$ cat config.mk
export PLATFORM = sky130hd
export DESIGN_NAME = reg_wb_arbiter
export DESIGN_NICKNAME = d
export VERILOG_FILES = /design/src/rtl/reg_wb_arbiter.sv
export SDC_FILE = /design/constraint.sdc
export NUM_CORES = 1
export LEC_CHECK = 0
export BUFFER_PORTS_ARGS = -buffer_cell sky130_fd_sc_hd__buf_2
export CAP_MARGIN = 20
export CORE_MARGIN = 3
export CORE_UTILIZATION = 47
export CTS_CLUSTER_DIAMETER = 200
export DETAILED_ROUTE_END_ITERATION = 8
export GPL_TIMING_DRIVEN = 0
export PLACE_DENSITY_LB_ADDON = 0.1
export SYNTH_ARGS = -nofsm -noshare
export SYNTH_HDL_FRONTEND = slang
export SYNTH_SLANG_ARGS = --single-unit
$ cat constraint.sdc
create_clock -name clk -period 6.45 [get_ports clk]
set_clock_uncertainty 0.05 [all_clocks]
set_input_delay 0.3225 -clock clk [delete_from_list [all_inputs] [get_ports clk]]
set_output_delay 0.3225 -clock clk [all_outputs]
set_load 0.02 [all_outputs]
$ cat src/rtl/reg_wb_arbiter.sv
// Register-file write-port arbiter. The pipeline writeback (A) always wins the
// port. The long-latency unit (B) queues into a small FIFO that drains whenever
// A leaves the port idle. The block also drives pending flags for the hazard
// unit and a registered stall request when the FIFO has been starved.
module reg_wb_arbiter #(
    parameter int DEPTH        = 2,
    parameter int STARVE_LIMIT = 4
) (
    input  logic                       clk,
    input  logic                       rstd,
    input  logic                       a_valid,
    input  logic [4:0]                 a_addr,
    input  logic [31:0]                a_data,
    input  logic                       b_valid,
    output logic                       b_ready,
    input  logic [4:0]                 b_addr,
    input  logic [31:0]                b_data,
    output logic                       w_enable,
    output logic [4:0]                 w_addr,
    output logic [31:0]                w_data,
    input  logic [4:0]                 rs1_addr,
    input  logic [4:0]                 rs2_addr,
    output logic                       rs1_pending,
    output logic                       rs2_pending,
    output logic                       stall_a,
    output logic [$clog2(DEPTH+1)-1:0] fifo_count
);
    localparam int          CW = $clog2(DEPTH + 1);
    localparam int          PW = (DEPTH > 1) ? $clog2(DEPTH) : 1;
    localparam logic [3:0]  SL = 4'(STARVE_LIMIT);

    logic [4:0]        mem_addr_q [DEPTH];
    logic [31:0]       mem_data_q [DEPTH];
    logic [DEPTH-1:0]  occ_q, occ_d;
    logic [PW-1:0]     head_q, head_d, tail_q, tail_d;
    logic [CW-1:0]     count_q, count_d;
    logic [3:0]        starve_q, starve_d;
    logic              stall_q, stall_d;

    logic full, empty, a_win, enq, deq;

    function automatic logic [PW-1:0] ptr_inc(input logic [PW-1:0] p);
        return (p == PW'(DEPTH - 1)) ? '0 : p + 1'b1;
    endfunction

    assign full       = (count_q == CW'(DEPTH));
    assign empty      = (count_q == '0);
    assign b_ready    = !full;
    assign a_win      = rstd && a_valid && (a_addr != 5'd0);
    // x0 results complete the handshake but never occupy an entry
    assign enq        = b_valid && b_ready && (b_addr != 5'd0);
    assign deq        = rstd && !a_win && !empty;
    assign fifo_count = count_q;
    assign stall_a    = stall_q;

    // Fixed-priority write port: A first, then the FIFO head, else idle zeros
    always_comb begin
        w_enable = 1'b0;
        w_addr   = 5'd0;
        w_data   = 32'd0;
        if (a_win) begin
            w_enable = 1'b1;
            w_addr   = a_addr;
            w_data   = a_data;
        end else if (deq) begin
            w_enable = 1'b1;
            w_addr   = mem_addr_q[head_q];
            w_data   = mem_data_q[head_q];
        end
    end

    // Pointer, occupancy and count next-state; enqueue and dequeue are independent
    always_comb begin
        head_d  = head_q;
        tail_d  = tail_q;
        occ_d   = occ_q;
        count_d = count_q + CW'(enq) - CW'(deq);
        if (deq) begin
            occ_d[head_q] = 1'b0;
            head_d        = ptr_inc(head_q);
        end
        if (enq) begin
            occ_d[tail_q] = 1'b1;
            tail_d        = ptr_inc(tail_q);
        end
    end

    // Starve counter: counts cycles A holds the port over a waiting head
    always_comb begin
        starve_d = starve_q;
        if (empty || deq)
            starve_d = 4'd0;
        else if (a_win && starve_q != SL)
            starve_d = starve_q + 4'd1;
        stall_d = (starve_d == SL);
    end

    // Pending flags look only at stored entries
    always_comb begin
        rs1_pending = 1'b0;
        rs2_pending = 1'b0;
        for (int i = 0; i < DEPTH; i++) begin
            if (occ_q[i] && mem_addr_q[i] == rs1_addr) rs1_pending = 1'b1;
            if (occ_q[i] && mem_addr_q[i] == rs2_addr) rs2_pending = 1'b1;
        end
        if (rs1_addr == 5'd0) rs1_pending = 1'b0;
        if (rs2_addr == 5'd0) rs2_pending = 1'b0;
    end

    // Control state; reset discards every queued entry
    always_ff @(posedge clk or negedge rstd) begin
        if (!rstd) begin
            head_q   <= '0;
            tail_q   <= '0;
            occ_q    <= '0;
            count_q  <= '0;
            starve_q <= 4'd0;
            stall_q  <= 1'b0;
        end else begin
            head_q   <= head_d;
            tail_q   <= tail_d;
            occ_q    <= occ_d;
            count_q  <= count_d;
            starve_q <= starve_d;
            stall_q  <= stall_d;
        end
    end

    // Entry payload storage; validity lives in occ_q so no reset is needed here
    always_ff @(posedge clk) begin
        if (enq) begin
            mem_addr_q[tail_q] <= b_addr;
            mem_data_q[tail_q] <= b_data;
        end
    end
endmodule

==> results by group, run 1 <==
STA
  – Final period util: 0.4596
  – Final hold vios: 0
  – Slew @ Worst Pin: 0.7866 ns
  – Min Tclk post-route: 2.965 ns
  – Achievable Freq: 0.3373 GHz
  – Final Setup Violations: 0
  – Setup TNS: 0 ns
  – Slew Viols, Final: 0
  – Rel. slew slack: 0.4756
  – Worst setup margin: 3.485 ns
  – RSZ-0062 raised after global routing: no

Power and ir drop
  – Final Power: 1.809 mW
  – Leak: 2.103 nW
  – PD cells: 367.2 nW/um^2
  – Worst vdd ir: 0.2192 mV

Clock network
  – PostCTS Resize Cnt: 0
  – Clk sinks: 85
  – Reg clk slew, reported paths: 0.09 ns
  – Number of CTS-inserted buffers: 9
  – Worst-Skew Late Latency: 0.34 ns
  – CTS HTree Levels: 3
  – TritonCTS clock tree: yes
  – Clock root buffer: clkbuf_8
  – CTS max path bufs: 2

Routing
  – Drt pass-1 iters: 4
  – Residual DRC: 0
  – Via-per-instance ratio: 5.081
  – Via count: 2754
  – Initial DRC count: 112
  – Antenna Nets Post-Route: 0
  – DRT Wirelength: 8425 um
  – WL per Instance: 15.54 um

Synthesis
  – Post-synth top flop: edfxtp_1
  – #FFs+latches synth: 85
  – Compound-gate portion of the synthesized area: 0.08231
  – Synth unique cells: 33
  – Post-Synthesis Cell Area: 3861 sq um
  – Number of flops mapped to enable cells by yosys: 74
  – Sequential fraction of the synthesis area: 0.6468
  – Post-Synth Simple-Gate Area: 0.07842
  – Mapped Cells: 290
  – Largest family of logic cells by synthesized area: multiplexers
  – Ys async rst share: 0.1294
  – Area share of the largest cell type after synthesis: 0.5755
  – Syn_nets: 382
  – Post-Synth Adder-Cell Area: 0.01296
  – Syn_area_per_cell: 13.31 sq um
  – Ys Warns: 0
  – Synth area leaders: edfxtp_1 58%, mux2i_1 9.9%, dfrtp_1 7.1%, nand2_1 3.8%, o21ai_1 3.8%
  – Mux cell area share after synthesis: 0.09851
  – Yosys top cell by area: edfxtp_1
  – Post-Synth XOR/XNOR Area: 0.05671

Cells and area
  – Multi-input gate area: 1285 sq um
  – Fillers: 649
  – Ant diodes: 0
  – Area growth syn-to-layout: 27.54%
  – Seq. cell area: 2497 sq um
  – Share of cells above drive strength 1: 0.3682
  – Final core utilization: 0.6276
  – Post-layout nets: 527

Setup path
  – Cell family with most CP delay: buffers and inverters
  – Worst path bufs/invs: 5
  – Top cell by count, worst path: buf_2
  – Worst EP required: 6.08 ns
  – Slowest CP cell: dlygate4sd3_1
  – WP depth: 9
  – Maximum fanout along the worst path: 17
  – Crit path launch type: input pin
  – Crit path kind: input pin to output port
  – Largest stage delay, worst path: 0.52 ns
  – Cell chain of the critical path: dlygate4sd3_1 -> buf_2 -> and2_1 -> buf_2 -> o21a_4 -> clkbuf_1 -> nand2_1 -> o21ai_1 -> buf_2
  – Critical path arrival: 2.59 ns
  – CP endpoint kind: output port
  – Cells on worst reg2reg path: 4

Placement
  – I/O Buffers: 131
  – Gp weighted congestion: 0.9156
  – Post-place setup slack: 3.980 ns
  – HPWL Detailed: 6268 um

Die
  – I/O Pins: 132
  – Die Ht: 96.64 um
  – Starting Density: 0.4920
  – Die area: 9339 sq um
  – Num rows: 32
  – Chip width: 96.64 um
  – Core footprint: 7848 sq um

Min path
  – Hold depth: 1
  – Type of the most critical hold path: input pin to register

Global routing
  – Number of global-route vias before repair: 2820
  – Largest net degree at the start of global routing: 29
  – Initial antenna violation count: 0
  – Grt ovf: 0
  – First-pass GRT wire length: 14050 um
  – GRT Total Usage: 0.1888

Status
  – Status: complete, no violations

Flow run
  – Max-Cap Viols: 0
-- layout make-up --
| type | instances | share of cell area |
|---|---|---|
| sequential | 85 | 0.5071 |
| multi-input combinational | 185 | 0.2609 |
| timing repair buffer | 134 | 0.1433 |
| clock buffer | 10 | 0.02591 |
| tap | 102 | 0.02591 |
| clock inverter | 6 | 0.01778 |
| buffer | 13 | 0.01372 |
| inverter | 7 | 0.005335 |
-- cell usage after synthesis (2+ instances only) --
library cell / n
inv_1: 7
mux2i_1: 38
buf_1: 2
or4_1: 3
o21ai_0: 12
buf_2: 3
edfxtp_1: 74
nor4_1: 4
xor2_1: 16
nor2_1: 7
nand3_1: 5
a21oi_1: 5
clkbuf_1: 6
nand2_1: 39
ha_1: 4
o21ai_1: 29
xnor2_1: 9
buf_6: 2
dfrtp_1: 11
-- final timing paths --
kind | from | to | slack, ns
min in group asynchronous | rstd | stall_a$_DFF_PN0_ | 0.37
worst min register to register | occ_q[0]$_DFF_PN0_ | occ_q[0]$_DFF_PN0_ | 0.48
worst max register to register | fifo_count[0]$_DFF_PN0_ | mem_data_q[0][7]$_DFFE_PP_ | 4.57
worst min-delay path | b_data[31] | mem_data_q[0][31]$_DFFE_PP_ | 0.11
worst max-delay path | rstd | w_data[27] | 3.49
max in group asynchronous | rstd | head_q$_DFFE_PN0P_ | 5.69
-- worst register-to-register path: stages (launching register included) --
cell and delay, ns:
dfrtp_1 0.47, nand2b_1 0.20, o211ai_2 0.22, nor2_4 0.38, buf_12 0.26
-- routing by layer --
| layer | part of all wire | GRT usage |
|---|---|---|
| met5 | 0 | 0 |
| met4 | 0.019 | 0.07235 |
| met3 | 0.077 | 0.05263 |
| met2 | 0.49 | 0.3126 |
| met1 | 0.41 | 0.2356 |
-- kinds of logic (layout without fill, tap and decap cells) --
logic type                 Yosys count  in the layout
adders and majority gates            4              4
buffers and inverters               20            170
and+or+nand+nor                     66             66
DFF                                 85             85
muxes                               38             38
xor gates and xnor gates            25             25
AOI/OAI and AO/OA                   52             52
-- repair_timing --
item	CTS	global route
hold buffers	1	0
buffers inserted	0	0
endpoints found under the hold margin	11	0
-- sequential cells by signal, indices dropped and copies added (netlist names) --
name,cells
fifo_count,2
tail_q,1
head_q,1
occ_q,2
mem_data_q,64
mem_addr_q,10
starve_q,4
stall_a,1
-- power by group --
part	internal [mW]	total, mW	leakage [nW]	switching (mW)
clock network	0.218	0.401	0.110	0.182
registers	0.748	0.810	0.822	0.0622
logic	0.236	0.598	1.17	0.362
total	1.20	1.81	2.10	0.606
-- through the flow --
step | instance area [sq um] | hold slack, ns | cells
5_1_grt | 4925 | 0.09313 | 542
3_5_place_dp | 4700 | 0.2149 | 525
2_1_floorplan | 3861 | -0.02309 | 290
6_report | 4925 | 0.1130 | 542
4_1_cts | 4925 | 0.09477 | 542
3_3_place_gp | 4644 | 0.2086 | 523
-- placed cells by master (no fill, tap or decap), types with 2 or more instances in the layout --
cell / synthesis / routed
a21oi_1: 5 / 5
buf_1: 2 / 2
buf_12: 0 / 2
buf_2: 3 / 134
buf_6: 2 / 2
bufinv_16: 0 / 2
clkbuf_1: 6 / 7
clkbuf_8: 0 / 9
clkinv_2: 0 / 2
clkinv_4: 0 / 2
dfrtp_1: 11 / 11
edfxtp_1: 74 / 74
ha_1: 4 / 4
inv_1: 7 / 7
mux2i_1: 38 / 38
nand2_1: 39 / 39
nand3_1: 5 / 5
nor2_1: 7 / 5
nor2_4: 0 / 2
nor4_1: 4 / 4
o21ai_0: 12 / 12
o21ai_1: 29 / 29
or4_1: 3 / 3
xnor2_1: 9 / 9
xor2_1: 16 / 16
No activity file was read; power rests on OpenSTA's default activity.
==> inputs of run 2 (changes only) <==
--- a/config.mk
+++ b/config.mk
@@ -5,6 +5,7 @@
 export SDC_FILE = /design/constraint.sdc
 export NUM_CORES = 1
 export LEC_CHECK = 0
+export ABC_AREA = 1
 export BUFFER_PORTS_ARGS = -buffer_cell sky130_fd_sc_hd__buf_2
 export CAP_MARGIN = 20
 export CORE_MARGIN = 3
==> constraint.sdc (replaced) <==
create_clock -name clk -period 2.9 [get_ports clk]
set_clock_uncertainty 0.05 [all_clocks]
set_input_delay 0.145 -clock clk [delete_from_list [all_inputs] [get_ports clk]]
set_output_delay 0.145 -clock clk [all_outputs]
set_load 0.02 [all_outputs]
==> run 2 against run 1 <==
  * Register-to-register slack got worse by 3.8 ns
  * Clock power rose by 100%
  * Largest cell class unchanged
  * Highest routed layer unchanged
  * Sequential power rose by 120%
  * Die area rose by 2.1%
  * Critical path type unchanged
  * Wire length rose by 13%
  * Worst hold slack improved by 0.057 ns
  * First-iteration DRC count rose by 9.8%
  * Cell area rose by 8.8%
==> results by group, run 2 <==
Status
  – Status: complete, no violations

Setup path
  – Worst Setup SP: rstd
  – Worst Setup EP: w_data[11]
  – CP endpoint kind: output port
  – Worst EP required: 2.71 ns
  – Critical path arrival: 2.18 ns
  – Crit path launch type: input pin
  – Cells on worst reg2reg path: 4
  – Reg2Reg Setup Slack: 0.80 ns
  – Top cell by count, worst path: buf_2
  – Reg-to-Reg Start: fifo_count[1]$_DFF_PN0_
  – Maximum fanout along the worst path: 14
  – Cell chain of the critical path: dlygate4sd3_1 -> buf_2 -> nand2_1 -> inv_1 -> nand2_4 -> clkinv_1 -> buf_2 -> nand2_1 -> nand3_2 -> buf_2
  – Slowest CP cell: dlygate4sd3_1
  – Largest stage delay, worst path: 0.52 ns
  – R2r endpoint: mem_addr_q[1][4]$_DFFE_PP_
  – Crit path kind: input pin to output port

Min path
  – Type of the most critical hold path: input pin to async pin

Synthesis
  – Synth unique cells: 25
  – Synth top cells by count: 135 x nand2_1, 74 x edfxtp_1, 41 x nand3_1
  – Area share of the largest cell type after synthesis: 0.5629
  – Post-Synthesis Cell Area: 3948 sq um
  – Yosys top cell by area: edfxtp_1
  – Number of flops mapped to enable cells by yosys: 74
  – Ys Warns: 0
  – Most common cell in the netlist: nand2_1
  – Syn_nets: 470
  – #FFs+latches synth: 85
  – Ys async rst share: 0.1294
  – Syn_area_per_cell: 10.44 sq um
  – Sequential fraction of the synthesis area: 0.6326
  – Post-synth top flop: edfxtp_1
  – Mapped Cells: 378
  – Synth area leaders: edfxtp_1 56%, nand2_1 13%, dfrtp_1 7.0%, nand3_1 5.2%, inv_1 2.9%

Global routing
  – GRT Total Usage: 0.2091
  – Number of global-route vias before repair: 3437
  – First-pass GRT wire length: 15970 um
  – Grt ovf: 0
  – Largest net degree at the start of global routing: 25
  – Initial antenna violation count: 0

STA
  – RSZ-0062 raised after global routing: no
  – Slew @ Worst Pin: 0.5223 ns
  – Final Setup Violations: 0
  – Rel. slew slack: 0.6510
  – Setup TNS: 0 ns
  – Min Tclk post-route: 2.377 ns
  – Slew Viols, Final: 0
  – Final period util: 0.8197
  – Final hold vios: 0
  – Achievable Freq: 0.4207 GHz

Clock network
  – Worst-Skew Late Latency: 0.34 ns
  – Number of CTS-inserted buffers: 9
  – Post-CTS setup buffers: 0
  – Clk sinks: 85
  – Reg clk slew, reported paths: 0.08 ns
  – Hold buffer count at CTS: 38
  – CTS HTree Levels: 3
  – CTS max path bufs: 2
  – PostCTS Resize Cnt: 0
  – TritonCTS clock tree: yes
  – Clock root buffer: clkbuf_8

Routing
  – Drt pass-1 iters: 4
  – Via-per-instance ratio: 4.933
  – Initial DRC count: 123
  – Residual DRC: 0
  – Antenna Nets Post-Route: 0
  – DRT Wirelength: 9540 um
  – Via count: 3290
  – WL per Instance: 14.30 um

Cells and area
  – Share of cells above drive strength 1: 0.2991
  – Number of flip-flops in the largest register: 64
  – Area growth syn-to-layout: 35.69%
  – Top Registers: mem_data_q: 64 flops, mem_addr_q: 10 flops, starve_q: 4 flops
  – Most frequent cells in the layout: 135 x nand2_1, 134 x buf_2, 74 x edfxtp_1
  – Top reg by flops: mem_data_q
  – Post-layout nets: 652
  – Most common cell after layout, fill and taps aside: nand2_1
  – Final instance area: 5356 sq um
  – Ant diodes: 0

Die
  – Die area: 9535 sq um
  – Starting Density: 0.4979
  – Die Ht: 97.65 um
  – Core footprint: 7928 sq um
  – Chip width: 97.65 um
  – Num rows: 32
  – I/O Pins: 132

Power and ir drop
  – Worst vdd ir: 0.4314 mV
  – Leak: 2.444 nW
  – PD cells: 730.4 nW/um^2

Placement
  – Post-placement cell area: 4786 sq um
  – Gp weighted congestion: 0.8405
  – I/O Buffers: 131
  – HPWL Detailed: 6773 um

Flow run
  – Max-Cap Viols: 0
==> run 2: changes by cell type after synthesis, sizes merged, moves of 9 or more <==
| cell | before | now |
|---|---|---|
| xor2 | 16 | 7 |
| inv | 7 | 30 |
| nand3 | 5 | 47 |
| mux2i | 38 | 0 |
| nand2 | 39 | 136 |
| nor2 | 7 | 22 |
| o21ai | 42 | 8 |
==> run 2: kinds of logic (layout without fill, tap and decap cells) <==
family / count (synthesis) / in the layout / share of synthesized area
adder cells (fa/ha/maj): 4 / 4 / 0.01268
buffers and inverters: 40 / 227 / 0.05134
XOR/XNOR: 10 / 10 / 0.02219
AO/OA/AOI/OAI: 25 / 25 / 0.03423
flip-flops: 85 / 85 / 0.6326
AND/OR/NAND/NOR: 214 / 214 / 0.2469
==> run 2: metal layers <==
layer | track usage | wire [um] | up-vias
met5 | 0 | 0 | -
met2 | 0.3553 | 4788 | 130
li1 | - | - | 1644
met1 | 0.2512 | 3812 | 1500
met4 | 0.07135 | 161 | 0
met3 | 0.06604 | 777 | 16
==> run 2: worst min-delay path by stage <==
stage	start	end	slack (ns)	cells past startpoint
after global placement	rstd	stall_a$_DFF_PN0_	0.01	1
final	rstd	starve_q[3]$_DFF_PN0_	0.17	2
after floorplan	rstd	fifo_count[0]$_DFF_PN0_	-0.20	0
after global routing	rstd	starve_q[3]$_DFF_PN0_	0.19	2
after detailed placement	rstd	starve_q[3]$_DFF_PN0_	0.01	1
after CTS	rstd	starve_q[3]$_DFF_PN0_	0.17	2
==> run 2: power breakdown <==
part	switching, mW	internal (mW)
Clock	0.403	0.397
Combinational	0.851	0.474
Sequential	0.140	1.65
Total	1.39	2.52
==> run 2: worst max-delay path: cells and delay by family <==
family                 cells  cell delay (ns)
buffers and inverters      6             1.64
AND/OR/NAND/NOR            4             0.39
==> run 2: through the flow <==
stage | worst slack (ns) | hold slack, ns | util | total power, mW | cells
floorplan | 0.5308 | -0.2006 | - | 2.606 | 378
global placement | -0.1082 | 0.01039 | 0.5974 | 3.046 | 611
detailed placement | 0.7863 | 0.01073 | 0.6037 | 3.115 | 613
CTS | 0.4658 | 0.1651 | 0.6757 | 3.948 | 667
global route | 0.3468 | 0.1850 | 0.6757 | 4.157 | 667
finish | 0.5228 | 0.1697 | 0.6757 | 3.912 | 667
==> run 2: cell type report <==
type	count	area, sq um
clock buffer	10	127.6
inverter	31	116.4
tap	102	127.6
multi-input combinational	253	1262
clock inverter	6	62.56
fill	636	2571
timing repair buffer	171	1076
sequential	85	2497
buffer	9	86.33
==> inputs of run 3 (changes only) <==
--- a/config.mk
+++ b/config.mk
@@ -5,11 +5,11 @@
 export SDC_FILE = /design/constraint.sdc
 export NUM_CORES = 1
 export LEC_CHECK = 0
-export ABC_AREA = 1
+export ABC_AREA = 0
 export BUFFER_PORTS_ARGS = -buffer_cell sky130_fd_sc_hd__buf_2
 export CAP_MARGIN = 20
 export CORE_MARGIN = 3
-export CORE_UTILIZATION = 47
+export CORE_UTILIZATION = 45
 export CTS_CLUSTER_DIAMETER = 200
 export DETAILED_ROUTE_END_ITERATION = 8
 export GPL_TIMING_DRIVEN = 0
==> constraint.sdc (replaced) <==
create_clock -name clk -period 2.16 [get_ports clk]
set_clock_uncertainty 0.05 [all_clocks]
set_input_delay 0.108 -clock clk [delete_from_list [all_inputs] [get_ports clk]]
set_output_delay 0.108 -clock clk [all_outputs]
set_load 0.02 [all_outputs]
==> run 3 against run 2 <==
  * Clock power increased by 25%
  * Via count shrank 12%
  * Critical endpoint is now mem_data_q[0][26]$_DFFE_PP_
  * Largest cell class unchanged
  * Critical path type is now register to register
  * Critical path depth shrank 6
  * Worst hold slack got worse by 0.068 ns
  * Cell area down 1.6%
  * Setup slack got worse by 0.36 ns
  * Highest routed layer unchanged
  * Global-route usage down 1.6 points
==> results by group, run 3 (synthesized netlist as in run 1, its figures left out) <==
Global routing
  – First-pass GRT wire length: 14520 um
  – GRT Total Usage: 0.1927
  – Number of global-route vias before repair: 3037
  – Largest net degree at the start of global routing: 28
  – Initial antenna violation count: 0
  – Grt ovf: 0

Routing
  – Drt pass-1 iters: 4
  – Residual DRC: 0
  – DRT Wirelength: 9027 um
  – Via count: 2904
  – WL per Instance: 15.51 um
  – Antenna Nets Post-Route: 0
  – Via-per-instance ratio: 4.990
  – Initial DRC count: 90

Clock network
  – CTS max path bufs: 2
  – TritonCTS clock tree: yes
  – Clk sinks: 85
  – Worst-Skew Late Latency: 0.35 ns
  – CTS HTree Levels: 3
  – Number of CTS-inserted buffers: 9
  – Clock root buffer: clkbuf_8
  – Reg clk slew, reported paths: 0.09 ns

Setup path
  – CP endpoint kind: register
  – Crit path kind: register to register
  – Maximum fanout along the worst path: 21
  – Crit path launch type: register
  – Cells on worst reg2reg path: 4
  – Critical path arrival: 2.01 ns
  – Worst EP required: 2.17 ns

Status
  – Status: complete, no violations

Flow run
  – Max-Cap Viols: 0

Cells and area
  – Top Registers: mem_data_q: 64 flops, mem_addr_q: 10 flops, starve_q: 4 flops
  – Share of cells above drive strength 1: 0.3480
  – Ant diodes: 0
  – Top reg by flops: mem_data_q
  – Post-layout nets: 564
  – Most frequent cells in the layout: 135 x buf_2, 74 x edfxtp_1, 39 x nand2_1
  – Fillers: 689
  – Most common cell after layout, fill and taps aside: buf_2
  – Finished Layout Cells: 582
  – Number of flip-flops in the largest register: 64
  – Area growth syn-to-layout: 36.52%
  – Final core utilization: 0.6383

STA
  – Final hold vios: 0
  – Rel. slew slack: 0.6004
  – RSZ-0062 raised after global routing: no
  – Min Tclk post-route: 2.002 ns
  – Worst setup margin: 0.1584 ns
  – Final period util: 0.9267
  – Setup TNS: 0 ns
  – Achievable Freq: 0.4996 GHz
  – Final Setup Violations: 0
  – Slew Viols, Final: 0
  – Slew @ Worst Pin: 0.5994 ns

Placement
  – Gp weighted congestion: 0.8468
  – Dpl cells: 528
  – I/O Buffers: 131
  – HPWL Detailed: 6389 um
  – Post-place setup slack: 0.01783 ns

Die
  – Num rows: 33
  – Starting Density: 0.4676
  – Core footprint: 8258 sq um
  – Die Ht: 98.63 um
  – Die area: 9728 sq um
  – I/O Pins: 132
  – Chip width: 98.63 um

Power and ir drop
  – PD cells: 1004 nW/um^2
  – Leak: 2.243 nW
  – Worst vdd ir: 0.4445 mV

Min path
  – Type of the most critical hold path: input pin to register
  – Hold depth: 3
[run 3: cell count changes in the layout (fill, tap and decap cells not counted), moves of 11 or more]
cell | before | now
nand2_1 | 135 | 39
mux2i_1 | 0 | 38
nand3_1 | 41 | 5
o21ai_1 | 0 | 29
inv_1 | 30 | 7
nor2_1 | 16 | 5
[run 3: stage by stage]
step / total power, mW / cell area, sq um / hold WS [ns]
finish: 5.292 / 5271 / 0.1021
global placement: 4.193 / 4653 / -0.0005605
CTS: 5.348 / 5270 / 0.08402
detailed placement: 4.305 / 4711 / 0.001202
global route: 5.609 / 5271 / 0.09728
floorplan: 3.631 / 3866 / -0.2376
[run 3: final cells by class]
| cell class | count | area [sq um] | area share |
|---|---|---|---|
| clock buffers | 10 | 127.6 | 0.02421 |
| well taps | 105 | 131.4 | 0.02492 |
| repair buffers | 171 | 1084 | 0.2056 |
| inverters | 7 | 26.28 | 0.004985 |
| clock inverters | 6 | 47.55 | 0.009020 |
| flip-flops and latches | 85 | 2497 | 0.4738 |
| multi-input cells | 185 | 1285 | 0.2438 |
| plain buffers | 13 | 72.57 | 0.01377 |
[run 3: path summary, 6_finish.rpt]
| kind | startpoint | endpoint | slack [ns] |
|---|---|---|---|
| worst max register to register | fifo_count[0]$_DFF_PN0_ | mem_data_q[0][26]$_DFFE_PP_ | 0.16 |
| worst max-delay path | fifo_count[0]$_DFF_PN0_ | mem_data_q[0][26]$_DFFE_PP_ | 0.16 |
| max in group asynchronous | rstd | occ_q[1]$_DFF_PN0_ | 1.35 |
| min in group asynchronous | rstd | starve_q[1]$_DFF_PN0_ | 0.35 |
| worst min register to register | occ_q[0]$_DFF_PN0_ | occ_q[0]$_DFF_PN0_ | 0.50 |
| worst min-delay path | rstd | starve_q[2]$_DFF_PN0_ | 0.10 |
[run 3: what timing repair did]
| item | CTS | global route |
|---|---|---|
| setup endpoints to repair | 13 | 7 |
| endpoints found under the hold margin | 85 | 0 |
| resized for setup | 3 | 1 |
| setup buffers | 0 | 0 |
| hold buffers | 38 | 0 |
[run 3: routing by layer]
metal	vias to the layer above	part of all wire	GRT usage
met5	-	0	0
met4	0	0.013	0.06933
met3	10	0.060	0.03609
met2	100	0.50	0.3328
met1	1366	0.42	0.2425
li1	1428	-	-
[run 3: critical path: stages (launching register included)]
cell      delay (ns)
dfrtp_1         0.48
nand2b_1        0.19
o211ai_2        0.22
nor2_4          0.53
buf_16          0.24
[run 3: power breakdown]
part	switching, mW	total, mW	internal (mW)
registers	0.190	2.42	2.23
clock network	0.572	0.997	0.425
logic	1.11	1.87	0.763
total	1.87	5.29	3.42
